**src/rtl/mesh_pkg.sv**
```systemverilog
// Shared packet layout, FSM state types and helpers for the mesh terminal agent.
package mesh_pkg;

  localparam int NXT_W  = 8;
  localparam int ROW_W  = 4;
  localparam int COL_W  = 4;
  localparam int HDR_W  = NXT_W + ROW_W + COL_W + 1;
  localparam logic [15:0] CNT_MAX = 16'hFFFF;

  typedef enum logic [0:0] {
    T_IDLE  = 1'b0,
    T_BURST = 1'b1
  } tx_state_t;

  typedef enum logic [1:0] {
    R_IDLE = 2'd0,
    R_WAIT = 2'd1,
    R_POP  = 2'd2
  } rx_state_t;

  // Header bits that sit above the payload, MSB first.
  typedef struct packed {
    logic [NXT_W-1:0] nxt_jmp;
    logic [ROW_W-1:0] row;
    logic [COL_W-1:0] col;
    logic             mode;
  } pkt_fields_t;

  function automatic pkt_fields_t build_hdr(input logic [ROW_W-1:0] row,
                                            input logic [COL_W-1:0] col,
                                            input logic             mode);
    pkt_fields_t h;
    h.nxt_jmp = '0;
    h.row     = row;
    h.col     = col;
    h.mode    = mode;
    return h;
  endfunction

  function automatic logic [15:0] sat_inc16(input logic [15:0] v);
    return (v == CNT_MAX) ? v : v + 16'd1;
  endfunction

endpackage

```
**src/rtl/mesh_agent_fifo.sv**
```systemverilog
// Synchronous FIFO of any depth >= 2; a pop lets a push land in the same cycle even when full.
module mesh_agent_fifo #(
  parameter int W     = 40,
  parameter int DEPTH = 10
) (
  input  logic         clk,
  input  logic         reset,
  input  logic         push,
  input  logic [W-1:0] din,
  input  logic         pop,
  output logic [W-1:0] dout,
  output logic         full,
  output logic         empty
);

  localparam int AW = (DEPTH > 1) ? $clog2(DEPTH) : 1;
  localparam int CW = $clog2(DEPTH + 1);

  logic [W-1:0]  mem [DEPTH];
  logic [AW-1:0] wr_ptr, rd_ptr;
  logic [CW-1:0] count;
  logic          do_push, do_pop;

  assign empty   = (count == '0);
  assign full    = (count == CW'(DEPTH));
  assign do_pop  = pop && !empty;
  assign do_push = push && (!full || do_pop);
  assign dout    = empty ? '0 : mem[rd_ptr];

  function automatic logic [AW-1:0] nxt(input logic [AW-1:0] p);
    return (p == AW'(DEPTH - 1)) ? '0 : p + AW'(1);
  endfunction

  always_ff @(posedge clk) begin
    if (do_push) mem[wr_ptr] <= din;
  end

  always_ff @(posedge clk or negedge reset) begin
    if (!reset) begin
      wr_ptr <= '0;
      rd_ptr <= '0;
      count  <= '0;
    end else begin
      if (do_push) wr_ptr <= nxt(wr_ptr);
      if (do_pop)  rd_ptr <= nxt(rd_ptr);
      case ({do_push, do_pop})
        2'b10:   count <= count + CW'(1);
        2'b01:   count <= count - CW'(1);
        default: count <= count;
      endcase
    end
  end

endmodule

```
**src/rtl/mesh_agent.sv**
```systemverilog
// Mesh terminal traffic agent: burst generator into a TX FIFO plus a delayed-pop RX checker.
// Optional MESH_AGENT_LATENCY_EN stamps packets with a cycle counter and reports latency.
module mesh_term_agent
  import mesh_pkg::*;
#(
  parameter int PCKG_SZ    = 40,
  parameter int FIFO_DEPTH = 10,
  parameter int ROWS       = 4,
  parameter int COLUMS     = 4,
  parameter int ROW_ID     = 0,
  parameter int COL_ID     = 0,
  parameter logic [PCKG_SZ-19:0] BDCST = {PCKG_SZ-18{1'b1}}
) (
  input  logic               clk,
  input  logic               reset,
  input  logic               cmd_valid,
  output logic               cmd_ready,
  input  logic [3:0]         cmd_row,
  input  logic [3:0]         cmd_col,
  input  logic               cmd_mode,
  input  logic [PCKG_SZ-18:0] cmd_payload,
  input  logic [7:0]         cmd_len,
  input  logic [3:0]         pop_delay,
  output logic               pndng_i_in,
  output logic [PCKG_SZ-1:0] data_out_i_in,
  input  logic               popin,
  input  logic               pndng,
  input  logic [PCKG_SZ-1:0] data_out,
  output logic               pop,
  output logic [15:0]        tx_cnt,
  output logic [15:0]        rx_cnt,
  output logic [15:0]        err_cnt,
  output logic               err,
`ifdef MESH_AGENT_LATENCY_EN
  output logic [15:0]        lat_max,
  output logic [31:0]        lat_sum,
`endif
  output logic [0:0]         dbg_tx_state,
  output logic [1:0]         dbg_rx_state
);

  localparam int PW = PCKG_SZ - 17;
  localparam logic [3:0] MY_ROW = 4'(ROW_ID);
  localparam logic [3:0] MY_COL = 4'(COL_ID);

  // Handshakes: a command transfers on a rising edge with cmd_valid && cmd_ready; the mesh
  // takes the TX head on popin while pndng_i_in is high, and the agent takes the RX packet on pop.
  tx_state_t          tx_state;
  rx_state_t          rx_state;
  logic [7:0]         rem;
  logic [3:0]         row_q, col_q;
  logic               mode_q;
  logic [PW-1:0]      pay_q, push_pay;
  logic [PCKG_SZ-1:0] push_pkt;
  logic               tx_push, tx_pop, fifo_full, fifo_empty;
  logic [3:0]         wait_cnt;
  logic               rx_hit, bcast;
  logic               rx_unused;

  assign dbg_tx_state = tx_state;
  assign dbg_rx_state = rx_state;
  assign cmd_ready    = (tx_state == T_IDLE);
  assign pndng_i_in   = !fifo_empty;
  assign tx_pop       = popin && !fifo_empty;
  assign tx_push      = (tx_state == T_BURST) && (!fifo_full || tx_pop);
  assign push_pkt     = {build_hdr(row_q, col_q, mode_q), push_pay};
  assign pop          = (rx_state == R_POP);

`ifdef MESH_AGENT_LATENCY_EN
  logic [15:0] now, lat;
  logic [32:0] sum_ext;
  assign push_pay  = {pay_q[PW-1:16], now};
  assign bcast     = (data_out[PCKG_SZ-19:16] == BDCST[PCKG_SZ-19:16]);
  assign lat       = now - data_out[15:0];
  assign sum_ext   = {1'b0, lat_sum} + {17'd0, lat};
  assign rx_unused = ^{data_out[PCKG_SZ-1 -: 8], data_out[PCKG_SZ-17], data_out[PCKG_SZ-18]};

  always_ff @(posedge clk or negedge reset) begin
    if (!reset) begin
      now     <= '0;
      lat_max <= '0;
      lat_sum <= '0;
    end else begin
      now <= now + 16'd1;
      if (rx_state == R_POP) begin
        if (lat > lat_max) lat_max <= lat;
        lat_sum <= sum_ext[32] ? 32'hFFFF_FFFF : sum_ext[31:0];
      end
    end
  end
`else
  assign push_pay  = pay_q;
  assign bcast     = (data_out[PCKG_SZ-19:0] == BDCST);
  assign rx_unused = ^{data_out[PCKG_SZ-1 -: 8], data_out[PCKG_SZ-17], data_out[PCKG_SZ-18]};
`endif

  assign rx_hit = ((data_out[PCKG_SZ-9 -: 4] == MY_ROW) && (data_out[PCKG_SZ-13 -: 4] == MY_COL))
                  || bcast;

  mesh_agent_fifo #(.W(PCKG_SZ), .DEPTH(FIFO_DEPTH)) u_tx_fifo (
    .clk   (clk),
    .reset (reset),
    .push  (tx_push),
    .din   (push_pkt),
    .pop   (tx_pop),
    .dout  (data_out_i_in),
    .full  (fifo_full),
    .empty (fifo_empty)
  );

  always_ff @(posedge clk or negedge reset) begin
    if (!reset) begin
      tx_state <= T_IDLE;
      rem      <= '0;
      row_q    <= '0;
      col_q    <= '0;
      mode_q   <= 1'b0;
      pay_q    <= '0;
      tx_cnt   <= '0;
    end else begin
      if (tx_pop) tx_cnt <= sat_inc16(tx_cnt);
      case (tx_state)
        T_IDLE: if (cmd_valid) begin
          row_q    <= cmd_row;
          col_q    <= cmd_col;
          mode_q   <= cmd_mode;
          pay_q    <= cmd_payload;
          rem      <= (cmd_len == 8'd0) ? 8'd1 : cmd_len;
          tx_state <= T_BURST;
        end
        T_BURST: if (tx_push) begin
          pay_q <= pay_q + PW'(1);
          rem   <= rem - 8'd1;
          if (rem == 8'd1) tx_state <= T_IDLE;
        end
        default: tx_state <= T_IDLE;
      endcase
    end
  end

  always_ff @(posedge clk or negedge reset) begin
    if (!reset) begin
      rx_state <= R_IDLE;
      wait_cnt <= '0;
      rx_cnt   <= '0;
      err_cnt  <= '0;
      err      <= 1'b0;
    end else begin
      case (rx_state)
        R_IDLE: if (pndng) begin
          wait_cnt <= pop_delay;
          rx_state <= R_WAIT;
        end
        // The pop is committed once waiting starts, even if pndng drops meanwhile.
        R_WAIT: begin
          if (wait_cnt == 4'd0) rx_state <= R_POP;
          else                  wait_cnt <= wait_cnt - 4'd1;
        end
        R_POP: begin
          rx_state <= R_IDLE;
          rx_cnt   <= sat_inc16(rx_cnt);
          if (!rx_hit) begin
            err_cnt <= sat_inc16(err_cnt);
            err     <= 1'b1;
          end
        end
        default: rx_state <= R_IDLE;
      endcase
    end
  end

endmodule

```
**config.mk**
```make
export PLATFORM = sky130hd
export DESIGN_NAME = mesh_term_agent
export DESIGN_NICKNAME = d
export VERILOG_FILES = /design/src/rtl/mesh_pkg.sv /design/src/rtl/mesh_agent_fifo.sv /design/src/rtl/mesh_agent.sv
export SDC_FILE = /design/constraint.sdc
export NUM_CORES = 1
export LEC_CHECK = 0
export BUFFER_PORTS_ARGS = -buffer_cell sky130_fd_sc_hd__buf_2
export CORE_UTILIZATION = 40
export DETAILED_ROUTE_END_ITERATION = 6
export MAX_ROUTING_LAYER = met4
export SETUP_SLACK_MARGIN = 0.05
export SYNTH_ARGS = -nofsm -noshare
export SYNTH_HDL_FRONTEND = slang
export SYNTH_HIERARCHICAL = 1
export SYNTH_SLANG_ARGS = --single-unit
```
**constraint.sdc**
```tcl
create_clock -name clk -period 12.8 [get_ports clk]
set_clock_uncertainty 0.2 [all_clocks]
set_input_delay 2.56 -clock clk [delete_from_list [all_inputs] [get_ports clk]]
set_output_delay 2.56 -clock clk [all_outputs]
set_load 0.02 [all_outputs]
```
### After elaboration in Yosys (flattened, before gate mapping)

Memories as Yosys holds them, arrays and structs flattened.
Index checks and enable logic that the tools add are counted.

| operators by class | value |
|---|---|
| order comparisons | 0 |
| mux-type cells | 23 |
| bitwise logic cells | 5 |
| divide/modulo/power cells | 0 |
| add/subtract/negate cells | 10 |
| shift operators | 0 |
| eq/ne operators | 17 |
| reduce and logical (&&, ||, !) cells | 26 |
| multipliers | 0 |

Operators with widths:

| cell | count |
|---|---|
| $add 16x1->16 const B | 3 |
| $eq 16x16->1 const B | 3 |
| $mux 23 | 2 |
| $pmux 23 s2 | 1 |
| $mux 40 | 1 |
| $mux 8 | 3 |
| $add 23x1->23 const B | 1 |
| $eq 22x22->1 const B | 1 |
| $logic_not 4->1 | 4 |
| $mux 4 | 4 |
| $pmux 4 s2 | 2 |
| $pmux 8 s2 | 1 |
| $add 4x1->4 const B | 3 |
| $eq 4x4->1 const B | 3 |
| $reduce_and 2->1 | 6 |
| $eq 8x1->1 const B | 1 |
| $logic_not 8->1 | 1 |
| $ne 2x2->1 const B | 4 |
| $sub 4x1->4 const B | 2 |
| $sub 8x1->8 const B | 1 |
| $reduce_and 3->1 | 2 |
| $logic_and 1x1->1 | 5 |
| $mux 1 | 5 |
| $not 1->1 | 5 |
| other kinds (10) | 17 |

| storage, ports and cells | value |
|---|---|
| memory bits (read-only) | 0 |
| output and inout port bits | 95 |
| memories kept | 1 |
| logic and storage cells | 97 |
| bits in writable memories | 320 |
| flip-flop bits (word level) | 108 |
| bits in latches | 0 |
| bits of input ports | 89 |

Memories:

| name | words | bits a word | read ports | clocked after Yosys merged registers in | write ports | line | text |
|---|---|---|---|---|---|---|---|
| u_tx_fifo.mem | 10 | 32 | 1 | 0 | 1 | mesh_agent_fifo.sv:19 | `logic [W-1:0] mem [DEPTH];` |

### Logic depth before layout (Yosys ltp)

| logic depth | value |
|---|---|
| depth after elaboration | 8 |
| mapped depth | 14 |
| mapped depth without buffers | 13 |

### By module

Netlist, hierarchy kept.

Modules (own cells, without submodules):

| module | area each (um2) | instances | cells each | seq. area each (um2) |
|---|---|---|---|---|
| mesh_agent_fifo | 15,885.2 | 1 | 724 | 12,311.8 |
| mesh_term_agent | 5,210.0 | 1 | 543 | 2,402.3 |

### Worst setup path before layout

OpenSTA, ideal clock, no wires.

| timing path | value |
|---|---|
| kind | input to register |
| start point | input port popin |
| end point | memory u_tx_fifo/mem[8][0] (netlist bit) (enable) |
| path slack | 5,036 ps |
| arrival | 7,027 ps |
| setup time | 537 ps |
| buffers on the path | 0 |
| data required time | 12,063 ps |
| stages | 5 |
| cell sequence | nand2b_4 a21o_2 inv_4 o21ai_2 nor4_1 |

| between the ends | value |
|---|---|
| cells in the longest elaborated chain, start to end | 6 |
| elaborated cells between the ends (all ways) | 8 |
| classes of those cells | mux: 2; reduce/logical: 6 |

RTL lines:

| item | line | text |
|---|---|---|
| start, declared | mesh_agent.sv:26 | `input logic popin,` |
| $logic_and 1x1->1 | mesh_agent.sv:64 | `assign tx_pop = popin && !fifo_empty;` |
| $logic_or 1x1->1 | mesh_agent.sv:65 | `assign tx_push = (tx_state == T_BURST) && (!fifo_full \|\| tx_pop);` |
| $logic_and 1x1->1 | mesh_agent.sv:65 |  |
| net tx_push | mesh_agent.sv:55 | `logic tx_push, tx_pop, fifo_full, fifo_empty;` |
| $logic_and 1x1->1 | mesh_agent_fifo.sv:27 | `assign do_push = push && (!full \|\| do_pop);` |
| $mux 1 | mesh_agent_fifo.sv:35 | `if (do_push) mem[wr_ptr] <= din;` |
| $mux 1 (not written as such) | mesh_agent_fifo.sv:35 |  |
| end, declared | mesh_agent_fifo.sv:19 |  |

The timed path passes the listed nets, and every way through them passes these cells.

### Worst setup path after layout

| timing path | value |
|---|---|
| start point | register u_tx_fifo.rd_ptr[0] |
| end point | output port data_out_i_in[8] |

| between the ends | value |
|---|---|
| cells in the longest elaborated chain, start to end | 2 |

RTL lines:

| item | line | text |
|---|---|---|
| start, declared | mesh_agent_fifo.sv:20 | `logic [AW-1:0] wr_ptr, rd_ptr;` |
| start signal, assigned | mesh_agent_fifo.sv:45 | `if (do_pop) rd_ptr <= nxt(rd_ptr);` |
| $mem_v2 10x32 | - |  |
| $mux 40 | mesh_agent_fifo.sv:28 | `assign dout = empty ? '0 : mem[rd_ptr];` |
| end, declared | mesh_agent.sv:25 | `output logic [PCKG_SZ-1:0] data_out_i_in,` |

Every way passes these cells.

==> summary.txt <==
Power
  – Max rail drop VDD: 0.144 mV
  – Power density over the cells: between 200 and 250 nW/um^2
  – Leak: 9.03 nW

Routing
  – Wl on met1: 21000 microns
  – First-pass DRT Iterations: 5
  – Met3 wire length: between 2000 and 3000 microns
  – Vias/cell: between 5 and 6
  – Post-Route WL: 47600 microns
  – First-iteration detailed-routing DRC count: 800
  – WL met2: 22900 microns
  – Top Layer Used: met4
  – DR DRC count: 0
  – Drt wl/cell: 21.1 microns
  – Antenna Nets Post-Route: 0
  – Vias: 12.1k

Yosys
  – Post-synth cell types: 83
  – Async set or reset register ratio after synthesis: 21.3%
  – Post-synthesis cell count: 1267
  – EDFF count, synth: 400
  – Post-Synthesis Cell Area: 21100 sq um
  – Syn avg cell area: 16.6 sq um
  – #FFs+latches synth: 508
  – Register area share after synthesis: 69.8%
  – Main synth FF type: edfxtp_1
  – Synthesis warning total: 6

Clock network
  – Clock root buffer: clkbuf_16
  – Post-cts resize count: 0
  – Setup Buffers After CTS: 0
  – H-tree depth: 2
  – Hold buffer count at CTS: 0
  – Num CTS Buffers: 53
  – Worst-Skew Late Latency: 590 ps
  – Clk sinks: 508
  – Reg clk slew, reported paths: 60 ps
  – CTS tree: done
  – CTS Buffer Depth: 3

Die
  – Initial Util: between 40% and 50%
  – I/O pins: 184
  – Die area: 53700 sq um
  – Core Area: 51700 sq um
  – Die H: 232 microns
  – Chip width: 232 microns
  – Row count: 83

Worst setup path
  – R2R depth: 9
  – Worst Setup EP: data_out_i_in[8]
  – Worst-path maximum fanout: 42
  – CP Data Arrival Time: between 3000 and 4000 ps
  – R2r startpoint: u_tx_fifo/count[1]
  – Worst EP required: 10040 ps
  – Worst setup SP type: flop
  – CP startpoint: u_tx_fifo/rd_ptr[0]
  – R2r endpoint: u_tx_fifo/mem[3][35]
  – Crit end category: output pin
  – Setup CP Type: reg2out
  – FF-to-FF setup slack: 8940 ps

STA
  – RSZ-0062 raised after global routing: no
  – Finish-stage setup viols: 0
  – Post-layout min period: between 6000 and 7000 ps
  – Slew margin rel.: 27.5%
  – Least-Margin Pin Slew: ~1100 ps
  – Setup_tns: 0 ps
  – Max Slew Vio Count: 0
  – Highest clock rate: between 0.15 and 0.2 GHz
  – Crit share post-route: 51.6%
  – Final hold vios: 0
  – Hold Slack: 263 ps

Placed design
  – Port Buf Inserts: 173
  – Final GP Congestion: 0.805
  – HPWL after DPL: 27300 microns

Global route
  – First-pass GRT wire length: ~73000 microns
  – Vias in the first global route: 12.3k
  – Initial antenna violation count: 7
  – GRT Resource Usage Total: a little under a fifth
  – Largest net degree at the start of global routing: 63
  – GRT overflow: 0

Cells and area
  – Area grow syn2layout: 17.1%
  – Share of layout cells above drive strength 1: 24.1%
  – Post-layout nets: around 1.6k

Min path
  – Hold path start: err
  – Worst Hold Class: reg2reg

Job
  – Max-Cap Viols: 0

Outcome
  – Outcome: complete, no violations
[per-stage QoR]
step	power [mW]	utilization [%]	setup WS [ps]	instance area [sq um]	instances
floorplan	3.95	-	5040	21400	1346
global placement	4.57	44.4	6730	23000	2154
detailed placement	4.63	44.4	6700	23000	2154
CTS	6.13	47.7	6050	24700	2253
global route	6.36	47.7	6010	24700	2259
finish	6.05	47.8	6190	24700	2260
[metal layers]
metal | track usage, % | vias up
met5 | - | -
met4 | 3.95 | 0
met3 | 3.84 | 63
met2 | 29.8 | 332
met1 | 24.6 | 6197
li1 | - | 5484
[area by class of cell]
class / count / area [sq um]
timing repair buffer: 193 / 1020
fill: 4451 / 27000
antenna: 7 / 17.5
multi-input combinational: 751 / 6300
tap: 680 / 851
clock buffer: 76 / 1510
clock inverter: 23 / 195
inverter: 22 / 85.1
sequential: 508 / 14700
[worst max-delay path, stage by stage, from the launching register on]
cell and delay, ps:
dfrtp_2 390, buf_4 740, or2_2 760, buf_4 430, o22ai_1 130, a211oi_1 510, buf_2 270
[placed cells by master, fill, tap and decap left out, drive strengths merged, types with 4 or more instances in the layout]
cell type  Yosys  routed
a211oi        52      52
a21o           4       4
a21oi         39      39
a31oi          6       6
and2           4       4
and3          15      15
buf           43     193
clkbuf        22      76
clkinv         0      17
conb           1      80
dfrtp        108     108
diode          0       7
edfxtp       400     400
ha            10      10
inv           22      23
mux2           9       9
mux2i         47      47
mux4          80      80
nand2         79      79
nand2b         9       9
nand3         24      24
nand4         26      26
nor2          49      49
nor2b         14      14
nor3          15      15
nor4           9       9
o21ai         21      21
o22ai         40      40
o32ai          5       5
or3            4       4
xnor2         37      37
xor2          30      30
[worst min-delay path by stage]
stage / endpoint / slack (ps) / cells past startpoint
2_1_floorplan: dbg_rx_state[1] / 250 / 1
3_3_place_gp: err / 250 / 1
3_5_place_dp: err / 250 / 1
4_1_cts: err / 270 / 1
5_1_grt: err / 280 / 1
6_report: err / 260 / 1
[flip-flops by register name (all words and copies together), names as in the netlist, 2 cells and up]
register          flops
u_tx_fifo/count       4
row_q                 4
u_tx_fifo/mem       400
dbg_rx_state          2
wait_cnt              4
err_cnt              16
tx_cnt               16
pay_q                23
u_tx_fifo/rd_ptr      4
u_tx_fifo/wr_ptr      4
rx_cnt               16
rem                   8
col_q                 4
[kinds of logic after synthesis]
logic type | synth area share (%)
flops | 69.8
xor+xnor | 2.78
fa+ha+maj | 0.593
compound gates | 6.15
mux | 11.6
simple gates | 6.92
other cells | 0.0178
buf+inv | 2.14
[synth_stat cells (3+ instances only)]
library cell  count  area (sq um)
a211oi_1         51           383
a21o_1            3          22.5
a21oi_1          39           195
a31oi_1           6          37.5
and2_1            4          25.0
and3_1           12          75.1
and3_4            3          33.8
and4_1            3          26.3
buf_12            3          60.1
buf_2            35           175
clkbuf_1         22          82.6
dfrtp_1         108          2700
edfxtp_1        400         12000
ha_1             10           125
inv_1            20          75.1
mux2_1            4          45.0
mux2_2            4          45.0
mux2i_1          47           470
mux4_1           21           552
mux4_2           59          1330
nand2_1          79           297
nand2b_1          8          50.1
nand3_1          22           110
nand3b_1          3          22.5
nand4_1          25           156
nand4b_1          3          26.3
nor2_1           48           180
nor2b_1          14          87.6
nor3_1           13          65.1
nor4_1            5          31.3
nor4_2            4          50.1
o21ai_0          18          90.1
o22ai_1          39           244
o32ai_1           5          43.8
or3_1             4          25.0
xnor2_1          37           324
xor2_1           30           263
[report_power, final]
part	switching, mW	internal (mW)	total [mW]
Sequential	0.370	2.36	2.73
Combinational	1.09	0.727	1.82
Clock	0.621	0.877	1.50
Total	2.08	3.97	6.05
No activity file was read; power rests on OpenSTA's default activity.
